[src/rtl/img_boot_pkg.sv]
// img_boot_loader shared types: FSM states, sync marker, RGB444 pixel.
// Optional checksum state is used only when IMG_BOOT_CSUM_EN is defined.
package img_boot_pkg;

  typedef enum logic [2:0] {
    S_SYNC = 3'd0,
    S_HDR  = 3'd1,
    S_HI   = 3'd2,
    S_LO   = 3'd3,
    S_CSUM = 3'd4,
    S_END  = 3'd5
  } state_t;

  localparam logic [7:0] SYNC_BYTE_DEF = 8'hA5;

  typedef logic [11:0] pix_t;

endpackage

[src/rtl/img_boot_if.sv]
// UART byte input plus coprocessor boot-load write port.
// master = loader side, slave = UART/coprocessor side.
interface img_boot_if
  import img_boot_pkg::*;
#(
  parameter int ADDR_W = 17
);
  logic [7:0]    rx_data;
  logic          rx_rdy;
  logic          we_boot;
  logic [ADDR_W:0] waddr_boot;
  pix_t          wdata_boot;
  logic          bootloading;
  logic          boot_done;
  logic          boot_err;

  modport master (
    input  rx_data, rx_rdy,
    output we_boot, waddr_boot, wdata_boot,
    output bootloading, boot_done, boot_err
  );

  modport slave (
    output rx_data, rx_rdy,
    input  we_boot, waddr_boot, wdata_boot,
    input  bootloading, boot_done, boot_err
  );
endinterface

[src/rtl/img_boot_timeout.sv]
// Inter-byte watchdog: reloads on every byte, counts down while a
// frame is open and flags expiry unless a byte lands that cycle.
module img_boot_timeout #(
  parameter int TIMEOUT = 1_000_000
) (
  input  logic clk,
  input  logic rst_n,
  input  logic run,
  input  logic act,
  output logic expire
);
  localparam int CW = $clog2(TIMEOUT + 1);

  logic [CW-1:0] cnt;

  always_ff @(posedge clk) begin
    if (!rst_n) begin
      cnt <= '0;
    end else if (act) begin
      cnt <= CW'(TIMEOUT - 1);
    end else if (run && cnt != '0) begin
      cnt <= cnt - 1'b1;
    end
  end

  assign expire = run && !act && cnt == '0;

endmodule

[src/rtl/img_boot_loader.sv]
// UART frame parser feeding the image coprocessor boot-load port.
// Define IMG_BOOT_CSUM_EN to require a trailing mod-256 checksum byte.
module img_boot_loader
  import img_boot_pkg::*;
#(
  parameter int         NUM_PIX   = 76800,
  parameter int         ADDR_W    = 17,
  parameter int         TIMEOUT   = 1_000_000,
  parameter logic [7:0] SYNC_BYTE = SYNC_BYTE_DEF
) (
  input logic      clk,
  input logic      rst_n,
  img_boot_if.master bus
);
  localparam logic [ADDR_W-1:0] LAST =
    ADDR_W'(NUM_PIX - 1);

  state_t            state;
  logic              img_sel;
  logic [ADDR_W-1:0] pix_idx;
  logic [3:0]        r_q;
  logic              we_q;
  logic [ADDR_W:0]   waddr_q;
  pix_t              wdata_q;
  logic              bl_q;
  logic              done_q;
  logic              err_q;
  logic              run;
  logic              expire;
  logic              rdy;
  logic [7:0]        rxd;
`ifdef IMG_BOOT_CSUM_EN
  logic [7:0]        sum_q;
`endif

  assign rdy = bus.rx_rdy;
  assign rxd = bus.rx_data;
  assign run = state inside {S_HDR, S_HI, S_LO, S_CSUM};

  img_boot_timeout #(
    .TIMEOUT(TIMEOUT)
  ) u_to (
    .clk   (clk),
    .rst_n (rst_n),
    .run   (run),
    .act   (rdy),
    .expire(expire)
  );

  always_ff @(posedge clk) begin
    if (!rst_n) begin
      state   <= S_SYNC;
      img_sel <= 1'b0;
      pix_idx <= '0;
      r_q     <= '0;
      we_q    <= 1'b0;
      waddr_q <= '0;
      wdata_q <= '0;
      bl_q    <= 1'b0;
      done_q  <= 1'b0;
      err_q   <= 1'b0;
`ifdef IMG_BOOT_CSUM_EN
      sum_q   <= '0;
`endif
    end else begin
      we_q   <= 1'b0;
      done_q <= 1'b0;
      err_q  <= 1'b0;
      if (expire) begin
        err_q <= 1'b1;
        bl_q  <= 1'b0;
        state <= S_SYNC;
      end else begin
        unique case (state)
          S_SYNC: begin
            if (rdy && rxd == SYNC_BYTE)
              state <= S_HDR;
          end
          S_HDR: begin
            if (rdy) begin
              if (rxd[7:1] == 7'd0) begin
                img_sel <= rxd[0];
                pix_idx <= '0;
                bl_q    <= 1'b1;
                state   <= S_HI;
`ifdef IMG_BOOT_CSUM_EN
                sum_q   <= '0;
`endif
              end else begin
                err_q <= 1'b1;
                state <= S_SYNC;
              end
            end
          end
          S_HI: begin
            if (rdy) begin
              r_q   <= rxd[3:0];
              state <= S_LO;
`ifdef IMG_BOOT_CSUM_EN
              sum_q <= sum_q + rxd;
`endif
            end
          end
          S_LO: begin
            if (rdy) begin
              we_q    <= 1'b1;
              wdata_q <= {r_q, rxd};
              waddr_q <= {img_sel, pix_idx};
`ifdef IMG_BOOT_CSUM_EN
              sum_q   <= sum_q + rxd;
`endif
              if (pix_idx == LAST) begin
`ifdef IMG_BOOT_CSUM_EN
                state <= S_CSUM;
`else
                state <= S_END;
`endif
              end else begin
                pix_idx <= pix_idx + 1'b1;
                state   <= S_HI;
              end
            end
          end
          S_CSUM: begin
`ifdef IMG_BOOT_CSUM_EN
            if (rdy) begin
              if (rxd == sum_q) begin
                state <= S_END;
              end else begin
                err_q <= 1'b1;
                bl_q  <= 1'b0;
                state <= S_SYNC;
              end
            end
`else
            state <= S_SYNC;
`endif
          end
          S_END: begin
            bl_q   <= 1'b0;
            done_q <= 1'b1;
            state  <= S_SYNC;
          end
          default: state <= S_SYNC;
        endcase
      end
    end
  end

  assign bus.we_boot     = we_q;
  assign bus.waddr_boot  = waddr_q;
  assign bus.wdata_boot  = wdata_q;
  assign bus.bootloading = bl_q;
  assign bus.boot_done   = done_q;
  assign bus.boot_err    = err_q;

endmodule

[src/flat_wrapper.sv]
// flat-port wrapper written by rule: the top's interface ports become plain ports
module img_boot_loader_flat import img_boot_pkg::*;
#(
  parameter int         NUM_PIX   = 76800,
  parameter int         ADDR_W    = 17,
  parameter int         TIMEOUT   = 1_000_000,
  parameter logic [7:0] SYNC_BYTE = SYNC_BYTE_DEF
)
  (clk, rst_n, bus_rx_data, bus_rx_rdy, bus_we_boot, bus_waddr_boot, bus_wdata_boot, bus_bootloading, bus_boot_done, bus_boot_err);
  img_boot_if #(.ADDR_W(ADDR_W)) bus_i ();
  input logic clk;
  input logic rst_n;
  input wire logic [$bits(bus_i.rx_data)-1:0] bus_rx_data;
  input wire logic [$bits(bus_i.rx_rdy)-1:0] bus_rx_rdy;
  output wire logic [$bits(bus_i.we_boot)-1:0] bus_we_boot;
  output wire logic [$bits(bus_i.waddr_boot)-1:0] bus_waddr_boot;
  output wire logic [$bits(bus_i.wdata_boot)-1:0] bus_wdata_boot;
  output wire logic [$bits(bus_i.bootloading)-1:0] bus_bootloading;
  output wire logic [$bits(bus_i.boot_done)-1:0] bus_boot_done;
  output wire logic [$bits(bus_i.boot_err)-1:0] bus_boot_err;
  assign bus_i.rx_data = bus_rx_data;
  assign bus_i.rx_rdy = bus_rx_rdy;
  assign bus_we_boot = bus_i.we_boot;
  assign bus_waddr_boot = bus_i.waddr_boot;
  assign bus_wdata_boot = bus_i.wdata_boot;
  assign bus_bootloading = bus_i.bootloading;
  assign bus_boot_done = bus_i.boot_done;
  assign bus_boot_err = bus_i.boot_err;
  img_boot_loader #(.NUM_PIX(NUM_PIX), .ADDR_W(ADDR_W), .TIMEOUT(TIMEOUT), .SYNC_BYTE(SYNC_BYTE)) u_core (.clk(clk), .rst_n(rst_n), .bus(bus_i));
endmodule
[config.mk]
export PLATFORM = sky130hd
export DESIGN_NAME = img_boot_loader_flat
export DESIGN_NICKNAME = d
export VERILOG_FILES = /design/src/rtl/img_boot_pkg.sv /design/src/rtl/img_boot_if.sv /design/src/rtl/img_boot_timeout.sv /design/src/rtl/img_boot_loader.sv /design/src/flat_wrapper.sv
export SDC_FILE = /design/constraint.sdc
export NUM_CORES = 1
export LEC_CHECK = 0
export ABC_AREA = 1
export CAP_MARGIN = 20
export CORE_ASPECT_RATIO = 0.7
export CORE_MARGIN = 2
export CORE_UTILIZATION = 61
export CTS_CLUSTER_DIAMETER = 100
export DETAILED_ROUTE_END_ITERATION = 12
export HOLD_SLACK_MARGIN = 0.05
export PLACE_DENSITY = 0.86
export SLEW_MARGIN = 20
export SYNTH_ARGS = -nofsm -noshare
export SYNTH_HDL_FRONTEND = slang
export SYNTH_SLANG_ARGS = --single-unit
[constraint.sdc]
create_clock -name clk -period 2.63 [get_ports clk]
set_input_delay 0.526 -clock clk [delete_from_list [all_inputs] [get_ports clk]]
set_output_delay 0.526 -clock clk [all_outputs]
set_load 0.05 [all_outputs]
==> flow_metrics.tcl, run 1 <==
set metrics [dict create \
    cts_resized 0 \
    fp.dieH_um 71.9 \
    firstDrtPassIters 5 \
    status "finished clean" \
    place_congestion 0.874 \
    via_count 3943 \
    fin_crit_sh_pct 82.8 \
    start_util_pct 63.6 \
    diodes 0 \
    dpl.cell_count 683 \
    grt_max_degree 43 \
    worstPathRequired_ns 2.93 \
    hold_ws_ns 0.495 \
    syn_area_mm2 0.00401 \
    core_mm2 0.00631 \
    design_area_mm2 0.00468 \
    hpwl_um 7340 \
    grt_pass1_vias 3634 \
    io_buffer_count 44 \
    htree_levels 3 \
    worstPathArrival_ns 2.48 \
    clock-skew-final_ns 0.0125 \
    final_nets 629 \
    synthDistinctLibCells 33 \
    yosysWarnings 0 \
    path_class "flop to flop" \
    hold_violations 0 \
    grt-ovfl-total 0 \
    synth_xor_area_share_pct 2.62 \
    finalWorstSetupSlack_ns 0.451 \
    yosys-top-cells-area "dfxtp_1, nor2_1, nand2_1, o21ai_0, nand3_1" \
    synthMuxAreaShare_pct 0 \
    fin_cells 699 \
    synth_top_family_by_area "simple AND/OR/NAND/NOR gates" \
    power_density_mw_per_mm2 478 \
    io_pins 45 \
    ys_seq_area_share_pct 39.4 \
    fmax_mhz 459 \
    first_iter_violations 285 \
    ir_worst_vdd_uv 315 \
    worst_pin_slew_ns 0.530 \
    power.total_mw 2.24 \
    drive_gt1_share_pct 11.3 \
    avgSynthCellArea_um2 6.98 \
    clk_latency_ns 0.36 \
    syn_to_final_growth_pct 16.6 \
    path_clk_slew_ns 0.10 \
    ant_nets 0 \
    holdBufCountCts 0 \
    drc_errors 0 \
    grt_pass1_wl_um 17300 \
    grtUsageMet3_pct 6.54 \
    crit_fanout 18 \
    dieArea_mm2 0.00725 \
    synth_top_area_share_pct 39.4 \
    slew_headroom_pct 64.6 \
    cts_num_sinks 79 \
    utilization_pct 74.2 \
    rsz0062_at_grt "no" \
    period_needed_ns 2.18 \
    place_ws_ns 0.228 \
    wirelength_um 10300 \
    slew_viol_final 0 \
    post_dp_cell_area_mm2 0.00450 \
    cts_setup_buffers 0 \
    synth-simple-area-share_pct 37.0 \
    grt_util_all_layers_pct 30.0 \
    cp-start-kind "flop" \
    syn-num-nets 588 \
    die_x_um 101 \
    cap_violations 0 \
    cts_buffers 9 \
    min_path_type "flop to flop" \
    antenna_found_initial 0 \
    routedWlPerCell_um 14.7 \
    max-clock-path-buffers 2 \
    cts_root_buf "clkbuf_8" \
    cts_tree "done" \
    yosys_register_bits 79 \
    synthAdderAreaFrac_pct 0.624 \
    netlist_instances 575 \
    setup_viol 0 \
    busiest_layer "met2" \
    via_per_inst 5.64 \
    synth_compound_area_share_pct 13.9 \
    grt_use_met1_pct 42.3 \
    p_leak_nw 1.80 \
    grt_use_met2_pct 46.7 \
    std_cell_rows 24 \
    fin_setup_tns_ns 0 \
    yosysTopAreaCell "dfxtp_1" \
    cp-end-kind "flop" \
]
## worst max-delay path: stages, from the launching register on
cell and delay [ns]:
dfxtp_1 0.35, inv_1 0.14, ha_1 0.33, nand2_2 0.14, nor2_4 0.17, nand3_4 0.12
nand2_2 0.29, inv_2 0.20, nor2_1 0.20, a21oi_1 0.09, nor2_1 0.08
## metal layers
layer / wire length [µm] / vias to the layer above
met5: 0 / -
met4: 116 / 0
met3: 903 / 16
met2: 4580 / 180
met1: 4670 / 1779
li1: - / 1968
## placed cells by master (no fill, tap or decap), drive strengths merged
cell / count
a21boi: 1
a21oi: 46
buf: 4
clkbuf: 9
clkdlybuf4s50: 44
clkinv: 1
clkinvlp: 1
dfxtp: 79
ha: 2
inv: 48
nand2: 115
nand3: 49
nand3b: 3
nand4: 12
nor2: 134
nor3: 5
nor3b: 2
o21ai: 51
o21bai: 3
xnor2: 7
xor2: 5
## state kept, by name (all words and copies together) (netlist names)
| name | count |
|---|---|
| u_core.img_sel | 1 |
| u_core.bus.waddr_boot | 18 |
| u_core.bus.wdata_boot | 12 |
| u_core.pix_idx | 17 |
| u_core.bus.bootloading | 1 |
| u_core.bus.boot_err | 1 |
| u_core.u_to.cnt | 20 |
| u_core.state | 3 |
| u_core.r_q | 4 |
| u_core.bus.boot_done | 1 |
| u_core.bus.we_boot | 1 |
## final timing paths
kind	endpoint	slack [ns]	from	depth (start not counted)
worst min register to register	u_core.bus.wdata_boot[8]	0.49	u_core.r_q[0]	2
worst max register to register	u_core.u_to.cnt[5]	0.45	u_core.u_to.cnt[0]	10
worst max-delay path	u_core.u_to.cnt[5]	0.45	u_core.u_to.cnt[0]	10
worst min-delay path	u_core.bus.wdata_boot[8]	0.49	u_core.r_q[0]	2
## synthesized netlist by cell type, drive strengths merged
master / instances
o21ai: 51
nand3: 49
buf: 5
a21oi: 46
o21bai: 3
nand2: 115
a21boi: 1
inv: 43
nor3b: 2
xor2: 5
xnor2: 7
nand3b: 3
nand4: 12
ha: 2
dfxtp: 79
nor2: 134
nor3: 5
clkbuf: 13
## where the power goes
| group | switching (mW) | internal, mW |
|---|---|---|
| sequential | 0.0158 | 1.21 |
| combinational | 0.0966 | 0.0535 |
| clock | 0.503 | 0.361 |
| total | 0.616 | 1.62 |
## kinds of logic (layout without fill, tap and decap cells)
kind of cell,Yosys count,after routing
xor+xnor,12,12
buf+inv,61,107
flops,79,79
simple gates,320,320
fa+ha+maj,2,2
compound gates,101,101
## cell type report
type,count,area (µm²)
Multi-Input combinational cell,435,2170
Timing Repair Buffer,48,483
Sequential cell,79,1580
Clock buffer,9,124
Fill cell,483,1630
Tap cell,78,97.6
Inverter,43,161
Clock inverter,7,58.8
Note: power is estimated with default switching activity, not from simulation.
==> inputs of run 2 (changes only) <==
- CORE_UTILIZATION: 61 -> 56
- PLACE_DENSITY: 0.86 -> 0.79
- clock period: 2.63 -> 2.1 ns (I/O delays scaled with it)
==> flow_metrics.tcl, run 2 (synthesis gave the netlist of run 1 again) <==
set metrics [dict create \
    syn_to_final_growth_pct 21.3 \
    post_dp_cell_area_mm2 0.00466 \
    grt-ovfl-total 0 \
    holdBufCountCts 0 \
    core_mm2 0.00685 \
    io_buffer_count 44 \
    sequentialPowerShare_pct 51.6 \
    grt_pass1_wl_um 17700 \
    mostFrequentLayoutCells "nor2_1, nand2_1, dfxtp_1" \
    period_needed_ns 1.94 \
    cp-end-kind "output pin" \
    clock-skew-final_ns 0.00926 \
    slew_viol_final 0 \
    cts_root_buf "clkbuf_8" \
    ir_worst_vdd_uv 355 \
    seq_area_mm2 0.00158 \
    antenna_found_initial 0 \
    htree_levels 3 \
    status "finished clean" \
    critPathCapture "bus_wdata_boot[6]" \
    die_x_um 105 \
    drc_errors 0 \
    clk_latency_ns 0.35 \
    hpwl_um 7610 \
    hold_violations 0 \
    via_per_inst 5.53 \
    crit_fanout 2 \
    place_ws_ns -0.00438 \
    slowest_stage "clkdlybuf4s50_1" \
    utilization_pct 71.0 \
    finalWorstSetupSlack_ns 0.158 \
    dpl.cell_count 716 \
    start_util_pct 58.6 \
    r2r_end "u_core.pix_idx[3]" \
    path_cells "clkdlybuf4s50_1" \
    largest_reg_flops 20 \
    dieArea_mm2 0.00787 \
    drive_gt1_share_pct 13.2 \
    final_common_cell "nor2_1" \
    diodes 0 \
    place_congestion 0.992 \
    rr_worst_depth 11 \
    firstDrtPassIters 5 \
    cts_setup_buffers 0 \
    crit_family "buffers and inverters" \
    worstPathArrival_ns 1.52 \
    fp.dieH_um 74.8 \
    min_path_type "flop to flop" \
    power_density_mw_per_mm2 610 \
    regMostFlops "u_core.u_to.cnt" \
    p_switching_uw 689 \
    multiInputGateArea_mm2 0.00217 \
    path_class "flop to output pin" \
    max-clock-path-buffers 2 \
    via_count 4038 \
    cap_violations 0 \
    slew_headroom_pct 64.2 \
    cts_tree "done" \
    crit_path_max_incr_delay_ns 0.81 \
    rsz0062_at_grt "no" \
    p_leak_nw 1.90 \
    internal_power_mw 2.28 \
    design_area_mm2 0.00487 \
    ff2ff_setup_slack_ns 0.23 \
    std_cell_rows 25 \
    fin_cells 730 \
    first_iter_violations 344 \
    nFillCells 571 \
    grt_pass1_vias 3690 \
    grt_max_degree 29 \
    cp.depth 1 \
    rr_startpoint "u_core.pix_idx[1]" \
    critPathLaunch "u_core.bus.wdata_boot[6]" \
    worst_pin_slew_ns 0.536 \
    path_clk_slew_ns 0.08 \
    final_nets 646 \
    fin_setup_tns_ns 0 \
    cts_resized 0 \
    cts_buffers 9 \
    worstPathRequired_ns 1.68 \
    fin_crit_sh_pct 92.5 \
    io_pins 45 \
    ant_nets 0 \
    swShare_pct 23.2 \
    pwr-share-clk_pct 41.5 \
    routedWlPerCell_um 14.3 \
    comb_power_share_pct 6.8 \
    fmax_mhz 515 \
    cp-start-kind "flop" \
    cp.buffers_inverters 1 \
    grt_util_all_layers_pct 28.2 \
    cts_num_sinks 79 \
    setup_viol 0 \
    wirelength_um 10500 \
]
[run 2: power by group through the flow]
stage / Sequential, mW / Clock [mW] / Combinational [mW]
6_report: 1.53 / 1.23 / 0.203
2_1_floorplan: 1.56 / 0 / 0.130
5_1_grt: 1.54 / 1.30 / 0.225
3_5_place_dp: 1.57 / 0 / 0.197
3_3_place_gp: 1.57 / 0 / 0.193
4_1_cts: 1.53 / 1.25 / 0.199
[run 2: layer usage]
layer / part of all wire (%) / track usage [%] / vias to the layer above / routed length [µm]
met5: 0 / 0 / - / 0
met4: 1.1 / 8.89 / 0 / 119
met3: 7.8 / 6.06 / 15 / 813
met2: 43 / 44.7 / 194 / 4470
met1: 48 / 39.1 / 1845 / 5060
li1: - / - / 1984 / -
[run 2: final cells by class]
type / count / area share, %
Sequential cell: 79 / 32.5
Clock buffer: 11 / 2.91
Clock inverter: 3 / 1.41
Inverter: 43 / 3.32
Timing Repair Buffer: 65 / 12.8
Multi-Input combinational cell: 435 / 44.6
Tap cell: 94 / 2.42
[run 2: worst min-delay path by stage]
stage | startpoint | to | cells after the start
6_report | u_core.u_to.cnt[8] | u_core.u_to.cnt[8] | 2
5_1_grt | u_core.pix_idx[16] | u_core.pix_idx[16] | 2
4_1_cts | u_core.u_to.cnt[8] | u_core.u_to.cnt[8] | 2
3_5_place_dp | u_core.u_to.cnt[8] | u_core.u_to.cnt[8] | 2
3_3_place_gp | u_core.r_q[3] | u_core.bus.wdata_boot[11] | 2
2_1_floorplan | u_core.img_sel | u_core.bus.waddr_boot[17] | 2
[run 2: per-stage QoR]
stage / hold slack (ns) / total power, mW
finish: 0.486 / 2.97
global route: 0.508 / 3.06
CTS: 0.485 / 2.98
detailed placement: 0.472 / 1.76
global placement: 0.461 / 1.76
floorplan: 0.450 / 1.69
==> inputs of run 3 (changes only) <==
- SLEW_MARGIN: 20 -> not set
==> results of run 3 <==
Final layout, timing and power as in run 2 (identical DEF).
